**config.mk**
```make
export PLATFORM = sky130hd
export DESIGN_NAME = soc_test_status_flat
export DESIGN_NICKNAME = d
export VERILOG_FILES = /design/src/rtl/soc_test_status_pkg.sv /design/src/rtl/soc_test_status_if.sv /design/src/rtl/watchdog_counter.sv /design/src/rtl/soc_test_status.sv /design/src/flat_wrapper.sv
export SDC_FILE = /design/constraint.sdc
export NUM_CORES = 1
export LEC_CHECK = 0
export CORE_UTILIZATION = 53
export DETAILED_ROUTE_END_ITERATION = 6
export PLACE_DENSITY = 0.77
export REMOVE_ABC_BUFFERS = 1
export SLEW_MARGIN = 20
export SYNTH_ARGS = -nofsm -noshare
export SYNTH_HDL_FRONTEND = slang
export SYNTH_HIERARCHICAL = 1
export SYNTH_SLANG_ARGS = --single-unit
```
**constraint.sdc**
```tcl
create_clock -name clk -period 2.3 [get_ports clk]
set_input_delay 0.46 -clock clk [delete_from_list [all_inputs] [get_ports clk]]
set_output_delay 0.46 -clock clk [all_outputs]
set_load 0.03 [all_outputs]
```
**src/rtl/soc_test_status_pkg.sv**
```systemverilog
// soc_test_status_pkg: shared constants for the test-status / watchdog peripheral.
// Holds the register byte offsets, the FSM state encoding and the STATUS bit
// positions. Benches import it to decode STATUS.
package soc_test_status_pkg;

    // Register byte offsets inside the peripheral window
    localparam int unsigned REG_TOHOST    = 32'h00;
    localparam int unsigned REG_STATUS    = 32'h04;
    localparam int unsigned REG_CYCLE     = 32'h08;
    localparam int unsigned REG_SIGNATURE = 32'h0C;
    localparam int unsigned REG_LEDS      = 32'h10;
    localparam int unsigned REG_CONTROL   = 32'h14;

    // FSM state encoding; every state other than RUNNING is terminal and sticky
    localparam logic [1:0] ST_RUNNING = 2'd0;
    localparam logic [1:0] ST_PASS    = 2'd1;
    localparam logic [1:0] ST_FAIL    = 2'd2;
    localparam logic [1:0] ST_TIMEOUT = 2'd3;

    // STATUS register bit positions
    localparam int unsigned STATUS_RUNNING_BIT = 0;
    localparam int unsigned STATUS_PASS_BIT    = 1;
    localparam int unsigned STATUS_FAIL_BIT    = 2;
    localparam int unsigned STATUS_TIMEOUT_BIT = 3;

endpackage

```
**src/rtl/soc_test_status_if.sv**
```systemverilog
// soc_test_status_if: single-cycle request / one-cycle ack register bus.
//   read, write   : one-cycle request strobes (never both high)
//   address       : byte offset, word aligned
//   write_data    : write payload
//   read_data     : read result, valid while ack is high, 0 otherwise
//   ack           : response one cycle after each request
interface soc_test_status_if #(
    parameter int unsigned ADDR_WIDTH = 5,
    parameter int unsigned DATA_WIDTH = 32
);
    logic                  read;
    logic                  write;
    logic [ADDR_WIDTH-1:0] address;
    logic [DATA_WIDTH-1:0] write_data;
    logic [DATA_WIDTH-1:0] read_data;
    logic                  ack;

    modport master (
        output read, write, address, write_data,
        input  read_data, ack
    );

    modport slave (
        input  read, write, address, write_data,
        output read_data, ack
    );
endinterface

```
**src/rtl/watchdog_counter.sv**
```systemverilog
// watchdog_counter: cycle counter that flags expiry at a fixed limit.
//   clk, reset    : rising-edge clock, synchronous active-high reset
//   i_enable      : count while high
//   i_kick        : clear the count (overrides expiry in the same cycle)
//   o_expired_c   : combinational; high in the cycle the count reaches LIMIT-1
// LIMIT of 0 disables expiry entirely.
module watchdog_counter #(
    parameter int unsigned WIDTH = 32,
    parameter int unsigned LIMIT = 600
) (
    input  logic clk,
    input  logic reset,
    input  logic i_enable,
    input  logic i_kick,
    output logic o_expired_c
);

    localparam logic [WIDTH-1:0] LAST = (LIMIT == 0) ? '0 : WIDTH'(LIMIT - 1);
    localparam logic             ARMED = (LIMIT != 0);

    logic [WIDTH-1:0] r_count;

    // Count register: kick restarts from zero
    always_ff @(posedge clk) begin
        if (reset || i_kick) begin
            r_count <= '0;
        end else if (i_enable) begin
            r_count <= r_count + WIDTH'(1);
        end
    end

    // Expiry lands on the cycle whose edge would make the count reach LIMIT
    assign o_expired_c = ARMED && i_enable && !i_kick && (r_count == LAST);

endmodule

```
**src/rtl/soc_test_status.sv**
```systemverilog
// soc_test_status: memory-mapped test-status and watchdog peripheral.
//   clk, reset    : rising-edge clock, synchronous active-high reset
//   bus           : register bus slave (read/write/address/write_data -> read_data/ack)
//   done          : any terminal state reached
//   pass/fail     : TOHOST reported pass / failure
//   timeout       : watchdog expired while running
//   exit_code     : write_data[DATA_WIDTH-1:1] of the failing TOHOST write
//   leds          : low LED_WIDTH bits of the LEDS register
module soc_test_status
    import soc_test_status_pkg::*;
#(
    parameter int unsigned DATA_WIDTH     = 32,
    parameter int unsigned ADDR_WIDTH     = 5,
    parameter int unsigned TIMEOUT_CYCLES = 600,
    parameter int unsigned LED_WIDTH      = 8
) (
    input  logic                  clk,
    input  logic                  reset,
    soc_test_status_if.slave      bus,
    output logic                  done,
    output logic                  pass,
    output logic                  fail,
    output logic                  timeout,
    output logic [DATA_WIDTH-2:0] exit_code,
    output logic [LED_WIDTH-1:0]  leds
);

    logic [1:0]            r_state;
    logic [1:0]            w_state_nxt;
    logic                  r_done;
    logic                  r_pass;
    logic                  r_fail;
    logic                  r_timeout;
    logic [DATA_WIDTH-2:0] r_exit_code;
    logic [DATA_WIDTH-1:0] r_tohost;
    logic [DATA_WIDTH-1:0] r_sig;
    logic [DATA_WIDTH-1:0] r_cycle;
    logic [LED_WIDTH-1:0]  r_leds;
    logic                  r_ack;
    logic [DATA_WIDTH-1:0] r_read_data;
    logic [DATA_WIDTH-1:0] w_read_mux;

    logic w_running;
    logic w_sel_tohost;
    logic w_sel_sig;
    logic w_sel_leds;
    logic w_sel_control;
    logic w_tohost_wr;
    logic w_terminal_wr;
    logic w_kick;
    logic w_expired;

    // Address decode and qualified write strobes
    assign w_running     = (r_state == ST_RUNNING);
    assign w_sel_tohost  = (bus.address == ADDR_WIDTH'(REG_TOHOST));
    assign w_sel_sig     = (bus.address == ADDR_WIDTH'(REG_SIGNATURE));
    assign w_sel_leds    = (bus.address == ADDR_WIDTH'(REG_LEDS));
    assign w_sel_control = (bus.address == ADDR_WIDTH'(REG_CONTROL));
    assign w_tohost_wr   = bus.write && w_sel_tohost && w_running;
    assign w_terminal_wr = w_tohost_wr && bus.write_data[0];
    assign w_kick        = bus.write && w_sel_control && bus.write_data[0] && w_running;

    watchdog_counter #(
        .WIDTH (DATA_WIDTH),
        .LIMIT (TIMEOUT_CYCLES)
    ) u_watchdog (
        .clk         (clk),
        .reset       (reset),
        .i_enable    (w_running),
        .i_kick      (w_kick),
        .o_expired_c (w_expired)
    );

    // Next state: a terminal TOHOST write takes priority over watchdog expiry
    always_comb begin
        w_state_nxt = r_state;
        if (w_running) begin
            if (w_terminal_wr) begin
                w_state_nxt = (bus.write_data == DATA_WIDTH'(1)) ? ST_PASS : ST_FAIL;
            end else if (w_expired) begin
                w_state_nxt = ST_TIMEOUT;
            end
        end
    end

    // State register; status flags are registered from the next state
    always_ff @(posedge clk) begin
        if (reset) begin
            r_state     <= ST_RUNNING;
            r_done      <= 1'b0;
            r_pass      <= 1'b0;
            r_fail      <= 1'b0;
            r_timeout   <= 1'b0;
            r_exit_code <= '0;
        end else begin
            r_state   <= w_state_nxt;
            r_done    <= (w_state_nxt != ST_RUNNING);
            r_pass    <= (w_state_nxt == ST_PASS);
            r_fail    <= (w_state_nxt == ST_FAIL);
            r_timeout <= (w_state_nxt == ST_TIMEOUT);
            if (w_terminal_wr && (w_state_nxt == ST_FAIL)) begin
                r_exit_code <= bus.write_data[DATA_WIDTH-1:1];
            end
        end
    end

    // Software-visible registers; CYCLE freezes once a terminal state is entered
    always_ff @(posedge clk) begin
        if (reset) begin
            r_tohost <= '0;
            r_sig    <= '0;
            r_cycle  <= '0;
            r_leds   <= '0;
        end else begin
            if (w_running) begin
                r_cycle <= r_cycle + DATA_WIDTH'(1);
            end
            if (w_tohost_wr) begin
                r_tohost <= bus.write_data;
            end
            if (bus.write && w_sel_sig) begin
                r_sig <= {r_sig[DATA_WIDTH-2:0], r_sig[DATA_WIDTH-1]} ^ bus.write_data;
            end
            if (bus.write && w_sel_leds) begin
                r_leds <= bus.write_data[LED_WIDTH-1:0];
            end
        end
    end

    // Read mux; unmapped and write-only offsets read as zero
    always_comb begin
        w_read_mux = '0;
        case (bus.address)
            ADDR_WIDTH'(REG_TOHOST):    w_read_mux = r_tohost;
            ADDR_WIDTH'(REG_STATUS): begin
                w_read_mux[STATUS_RUNNING_BIT] = w_running;
                w_read_mux[STATUS_PASS_BIT]    = r_pass;
                w_read_mux[STATUS_FAIL_BIT]    = r_fail;
                w_read_mux[STATUS_TIMEOUT_BIT] = r_timeout;
            end
            ADDR_WIDTH'(REG_CYCLE):     w_read_mux = r_cycle;
            ADDR_WIDTH'(REG_SIGNATURE): w_read_mux = r_sig;
            ADDR_WIDTH'(REG_LEDS):      w_read_mux[LED_WIDTH-1:0] = r_leds;
            default:                    w_read_mux = '0;
        endcase
    end

    // Bus response: every request is acked on the following cycle
    always_ff @(posedge clk) begin
        if (reset) begin
            r_ack       <= 1'b0;
            r_read_data <= '0;
        end else begin
            r_ack       <= bus.read || bus.write;
            r_read_data <= bus.read ? w_read_mux : '0;
        end
    end

    assign bus.ack       = r_ack;
    assign bus.read_data = r_read_data;
    assign done          = r_done;
    assign pass          = r_pass;
    assign fail          = r_fail;
    assign timeout       = r_timeout;
    assign exit_code     = r_exit_code;
    assign leds          = r_leds;

endmodule

```
**src/flat_wrapper.sv**
```systemverilog
// flat-port wrapper written by rule: the top's interface ports become plain ports
module soc_test_status_flat import soc_test_status_pkg::*;
#(
    parameter int unsigned DATA_WIDTH     = 32,
    parameter int unsigned ADDR_WIDTH     = 5,
    parameter int unsigned TIMEOUT_CYCLES = 600,
    parameter int unsigned LED_WIDTH      = 8
)
  (clk, reset, done, pass, fail, timeout, exit_code, leds, bus_read, bus_write, bus_address, bus_write_data, bus_read_data, bus_ack);
  soc_test_status_if #(.ADDR_WIDTH(ADDR_WIDTH), .DATA_WIDTH(DATA_WIDTH)) bus_i ();
  input  logic clk;
  input  logic reset;
  output logic done;
  output logic pass;
  output logic fail;
  output logic timeout;
  output logic [DATA_WIDTH-2:0] exit_code;
  output logic [LED_WIDTH-1:0] leds;
  input wire logic [$bits(bus_i.read)-1:0] bus_read;
  input wire logic [$bits(bus_i.write)-1:0] bus_write;
  input wire logic [$bits(bus_i.address)-1:0] bus_address;
  input wire logic [$bits(bus_i.write_data)-1:0] bus_write_data;
  output wire logic [$bits(bus_i.read_data)-1:0] bus_read_data;
  output wire logic [$bits(bus_i.ack)-1:0] bus_ack;
  assign bus_i.read = bus_read;
  assign bus_i.write = bus_write;
  assign bus_i.address = bus_address;
  assign bus_i.write_data = bus_write_data;
  assign bus_read_data = bus_i.read_data;
  assign bus_ack = bus_i.ack;
  soc_test_status #(.DATA_WIDTH(DATA_WIDTH), .ADDR_WIDTH(ADDR_WIDTH), .TIMEOUT_CYCLES(TIMEOUT_CYCLES), .LED_WIDTH(LED_WIDTH)) u_core (.clk(clk), .reset(reset), .bus(bus_i), .done(done), .pass(pass), .fail(fail), .timeout(timeout), .exit_code(exit_code), .leds(leds));
endmodule
```
---- Word-level counts from Yosys, hierarchy flattened ----
Cells that the tools add are included.
word-level totals
  bits of input ports ..................... 41
  output and inout port bits .............. 76
  word-level logic and storage cells ...... 52
  register bits after elaboration ......... 206
cells by class
  reduce and logical (&&, ||, !) cells .... 18
  equality and inequality tests ........... 10
  muxes and demuxes ....................... 7
  bitwise logic cells ..................... 2
  add/sub/neg operators ................... 2
operators with widths
  operator               number
  $pmux 24 s3            1
  $add 32x1->32 const B  2
  $eq 32x1->1 const B    1
  $eq 32x10->1 const B   1
  $xor 32x32->32         1
  $pmux 4 s5             1
  $pmux 4 s4             1
  $logic_and 1x1->1      11
  $eq 5x4->1 const B     2
  $eq 5x5->1 const B     2
  $mux 2                 4
  $eq 5x3->1 const B     1
  $logic_not 5->1        1
  $eq 2x2->1 const B     2
  $eq 2x1->1 const B     1
  $logic_not 2->1        1
  $logic_or 1x1->1       2
  $reduce_bool 2->1      1
  $reduce_or 2->1        1
  $logic_not 1->1        1
  $not 1->1              1

---- Depth between registers and ports, before layout ----
  depth after elaboration ................. 12
  gate-level depth with buffers ........... 11
  depth with buffers taken out ............ 9

---- By module ----
The synthesis kept the hierarchy.
by module, submodules not included
  module            area an instance (µm²)  seq. area each (µm²)  cells an instance  times used
  soc_test_status   7,457.2                 3,483.3               826                1
  watchdog_counter  1,670.4                 640.6                 189                1

---- Worst setup path before layout ----
No wires, ideal clock.
  path type ............................... reg2reg
  from .................................... reg u_core.r_state[1]
  to ...................................... reg u_core.u_watchdog.r_count[30]
  required time ........................... 2.230 ns
  arrival ................................. 1.919 ns
  clock period less this slack ............ 1.988 ns
  buffers on the path ..................... 4
  setup slack ............................. 0.312 ns
  library setup time ...................... 0.070 ns
  stages on the path, launching flop included .. 10
  path through ............................ dfxtp_1 buf_2 nor2_1 buf_2 buf_4 and3_1 clkbuf_1 nand3_1 or4_1 a21oi_1
between the ends
  cells in the longest elaborated chain, start to end .. 3
RTL lines
  item                        line                    source
  from (decl)                 soc_test_status.sv:28   logic [1:0] r_state;
  from (signal assigned)      soc_test_status.sv:96   r_state <= w_state_nxt;
  $logic_not 2->1 *           soc_test_status.sv:54   assign w_running = (r_state == ST_RUNNING);
  named net u_core.w_running  soc_test_status.sv:43   logic w_running;
  $logic_and 1x1->1           soc_test_status.sv:61   assign w_kick = bus.write && w_sel_control && bus.write_data[0] && w_running;
  $logic_or 1x1->1            watchdog_counter.sv:25  if (reset || i_kick) begin
  to (signal assigned)        watchdog_counter.sv:28  r_count <= r_count + WIDTH'(1);
  to (decl)                   watchdog_counter.sv:21  logic [WIDTH-1:0] r_count;
Mark *: on every way through the listed nets, which the timed path passes. The rest lies on a longest branch.
A chain may end at the register's enable or synchronous reset.

---- Final worst setup path ----
  from .................................... reg u_core.u_watchdog.r_count[11]
  to ...................................... reg u_core.u_watchdog.r_count[28]
between the ends
  cells in the longest elaborated chain, start to end .. 1
RTL lines
  item           line
  $add 32x1->32  watchdog_counter.sv:28
No other way between the ends.

==> results.txt <==
----------------------------------------------------
[Final layout]
  Final cell count without fillers ... 1,390
  Flip-flop and latch area ... 4130 um^2
  Commonest non-fill, non-tap cells in the layout ... 205 x dfxtp_1, 158 x nand2_1, 115 x clkdlybuf4s50_1
  Antenna diode count ... 0
  Total area of multi-input combinational cells ... 4570 um^2
  Commonest non-fill, non-tap cell in the layout ... dfxtp_1
  Synthesis-to-layout area growth ... 25.9%
  Final net count ... 1,201
  Share of cells above drive strength 1 ... 13.8%
  Design Area, Final ... 11,500 um^2
  # fillers ... 1,338
  Final core utilization ... 68.8%

[Floorplanning]
  Y dimension of the die ... 133 um
  Die area ... 17,800 um^2
  IO Count ... 117
  Die boundary width ... 133 um
  Starting utilization of the core area ... 54.7%
  Core ar. ... 16,700 um^2
  Number of rows in the core area ... 47

[Timing]
  Maximum clock frequency ... 465 MHz
  Final Max Slew Viols ... 0
  RSZ-0062 raised after global routing ... no
  Final worst-path setup slack ... 150 ps
  Transition at the pin with the smallest max-transition slack ... 662 ps
  Number of hold-slack violations in the final timing report ... 0
  Final Hold Slack ... 293 ps
  Final critical-path share of the clock period ... 93.5%
  Final min period ... 2150 ps
  Clock skew ... 19.7 ps
  Final Setup Violations ... 0
  Worst relative slew slack ... 55.9%

[Logic synthesis]
  Synth Flop Type ... dfxtp_1
  Seq cells post-synth ... 206
  Post-synthesis instance total ... 1,015
  Count of yosys warnings during synthesis ... 6
  FFs w/ async S/R, synth ... 0%
  Synthesized-area fraction occupied by xor and xnor cells ... 5.57%
  Post-Synth Adder-Cell Area ... 0.274%
  Fraction of synthesized area in multiplexers ... 8.21%
  Simple-gate portion of the synthesized area ... 22.3%
  Yosys cell types ... 58
  Area of the mapped netlist ... 9130 um^2
  Register area share after synthesis ... 45.2%
  Mean Syn Cell Area ... 8.99 um^2
  Area fraction in compound gates after synthesis ... 13.6%
  Largest family of logic cells by synthesized area ... simple AND/OR/NAND/NOR gates
  EDFF count, synth ... 0

[Place]
  Standard cell area after detailed placement ... 10,900 um^2
  Worst-case setup slack after placement ... -262 ps
  Total half-perimeter wirelength after legalization and detailed placement ... 15,300 um
  Port Buffer Count ... 116
  Number of placed instances, taps included ... 1,355
  Placer's final routability congestion estimate ... 0.846

[Global route]
  Grt total ovfl ... 0
  Number of antenna violations at the first check in global routing ... 0
  Largest net degree at the start of global routing ... 60
  Overall track demand over capacity in global routing ... 26.3%
  Via count of the first global-routing pass ... 7,610
  Global-route wire length before repair ... 38,400 um

[Worst setup path]
  Maximum net fanout on the critical path ... 29
  Minimum setup slack among reg-to-reg paths ... 150 ps
  R2r worst-path depth ... 4
  Crit path required time ... 2700 ps
  Critical Path Source Type ... flip-flop
  Kind of critical path ... flip-flop to flip-flop
  Arrival time of the worst setup path ... 2550 ps
  Setup crit end kind ... flip-flop

[Routing]
  Drt wl/cell ... 16.6 um
  Via count ... 8,032
  Final routed DRC violation total ... 0
  First-pass iteration count of the detailed router ... 5
  Wire length after detailed routing ... 23,100 um
  Number of routed nets with antenna violations ... 0
  Detailed-route vias per instance ... 5.78
  DRC violation total after the first TritonRoute iteration ... 697

[CTS]
  Clock sink count ... 206
  Post-CTS setup buffers ... 0
  Number of buffers added to fix hold violations after cts ... 0
  TritonCTS clock tree ... built
  Post_cts resized ... 0
  CTS Buf Count ... 21
  Reg clk slew, reported paths ... 60 ps
  Clock insertion delay at the later pin of the skew report ... 500 ps
  Root Buffer Master ... clkbuf_16
  Worst-case clock buffer depth ... 3
  Maximum level of the CTS H-tree ... 1

[Flow run]
  Max cap viols ... 0

[Worst hold path]
  Number of cells on the worst hold path ... 2
  Worst min-delay path class ... primary input to flip-flop

[Power and ir drop]
  Total leakage power ... 3.89 nW
  Power Dens Cells ... 626 nW/um^2
  VDD IR max ... 535 uV

[Run status]
  Outcome ... finished clean

----------------------------------------------------
==> final timing paths <==
check / to / start
hold reg to reg: u_core/r_tohost[24] / u_core/r_tohost[24]
setup reg to reg: u_core/u_watchdog/r_count[28] / u_core/u_watchdog/r_count[11]
setup / recovery: u_core/u_watchdog/r_count[28] / u_core/u_watchdog/r_count[11]
hold / removal: u_core/r_tohost[3] / reset
==> sequential cells by signal, indices dropped and copies added (netlist names), 2 cells and up <==
register / count
u_core/r_sig: 32
u_core/bus.read_data: 32
u_core/r_state: 2
u_core/r_cycle: 32
u_core/leds: 8
u_core/exit_code: 31
u_core/u_watchdog/r_count: 32
u_core/r_tohost: 32
==> area by class of cell <==
| cell class | count | area share (%) |
|---|---|---|
| clock inverters | 6 | 0.316 |
| clock buffers | 29 | 5.09 |
| multi-input cells | 727 | 39.8 |
| inverters | 5 | 0.163 |
| well taps | 220 | 2.39 |
| repair buffers | 197 | 16.4 |
| flip-flops and latches | 206 | 35.9 |
==> cells by family (layout without fill, tap and decap cells) <==
logic type	after synthesis	after routing
simple gates	403	403
flops	206	206
compound gates	193	193
buf+inv	82	237
mux	71	71
xor+xnor	58	58
fa+ha+maj	2	2
==> power by group <==
part | total [mW] | internal (mW) | switching (mW)
sequential | 3.62 | 3.59 | 0.0246
combinational | 0.445 | 0.209 | 0.235
clock | 3.13 | 1.77 | 1.35
total | 7.19 | 5.58 | 1.61
==> synth_stat cells, drive strengths merged, types with 13 or more instances <==
| cell | count | share of area (%) |
|---|---|---|
| and4 | 13 | 1.3 |
| xor2 | 16 | 1.5 |
| nor4 | 19 | 1.5 |
| a21oi | 79 | 4.5 |
| nand4 | 21 | 1.7 |
| nand2 | 158 | 6.5 |
| or4 | 28 | 2.3 |
| xnor2 | 42 | 4.0 |
| a22oi | 36 | 3.0 |
| mux2 | 31 | 3.8 |
| clkbuf | 41 | 2.0 |
| mux2i | 40 | 4.4 |
| nand3 | 24 | 1.5 |
| o31ai | 27 | 2.2 |
| dfxtp | 206 | 45 |
| a211oi | 32 | 2.6 |
| nor2 | 100 | 4.1 |
| buf | 36 | 2.6 |
==> stage by stage <==
step,total power [mW],TNS [ps]
floorplan,3.85,-34590
global placement,4.13,-4870
detailed placement,4.14,-9530
CTS,7.23,0
global route,7.44,0
finish,7.19,0
==> per-layer routing <==
| metal | up-vias | part of all wire, % | global-route usage, % |
|---|---|---|---|
| li1 | 3924 | - | - |
| met4 | 0 | 2.7 | 9.53 |
| met5 | - | 0 | 0 |
| met3 | 49 | 5.6 | 3.54 |
| met2 | 255 | 47 | 43.4 |
| met1 | 3804 | 45 | 35.3 |
==> critical path, cell delays in order, from the launching register on <==
cell,delay [ps]
dfxtp_1,460
nand4_2,160
or4_4,720
or4_1,560
a21oi_1,170
No activity file was read; power rests on OpenSTA's default activity.
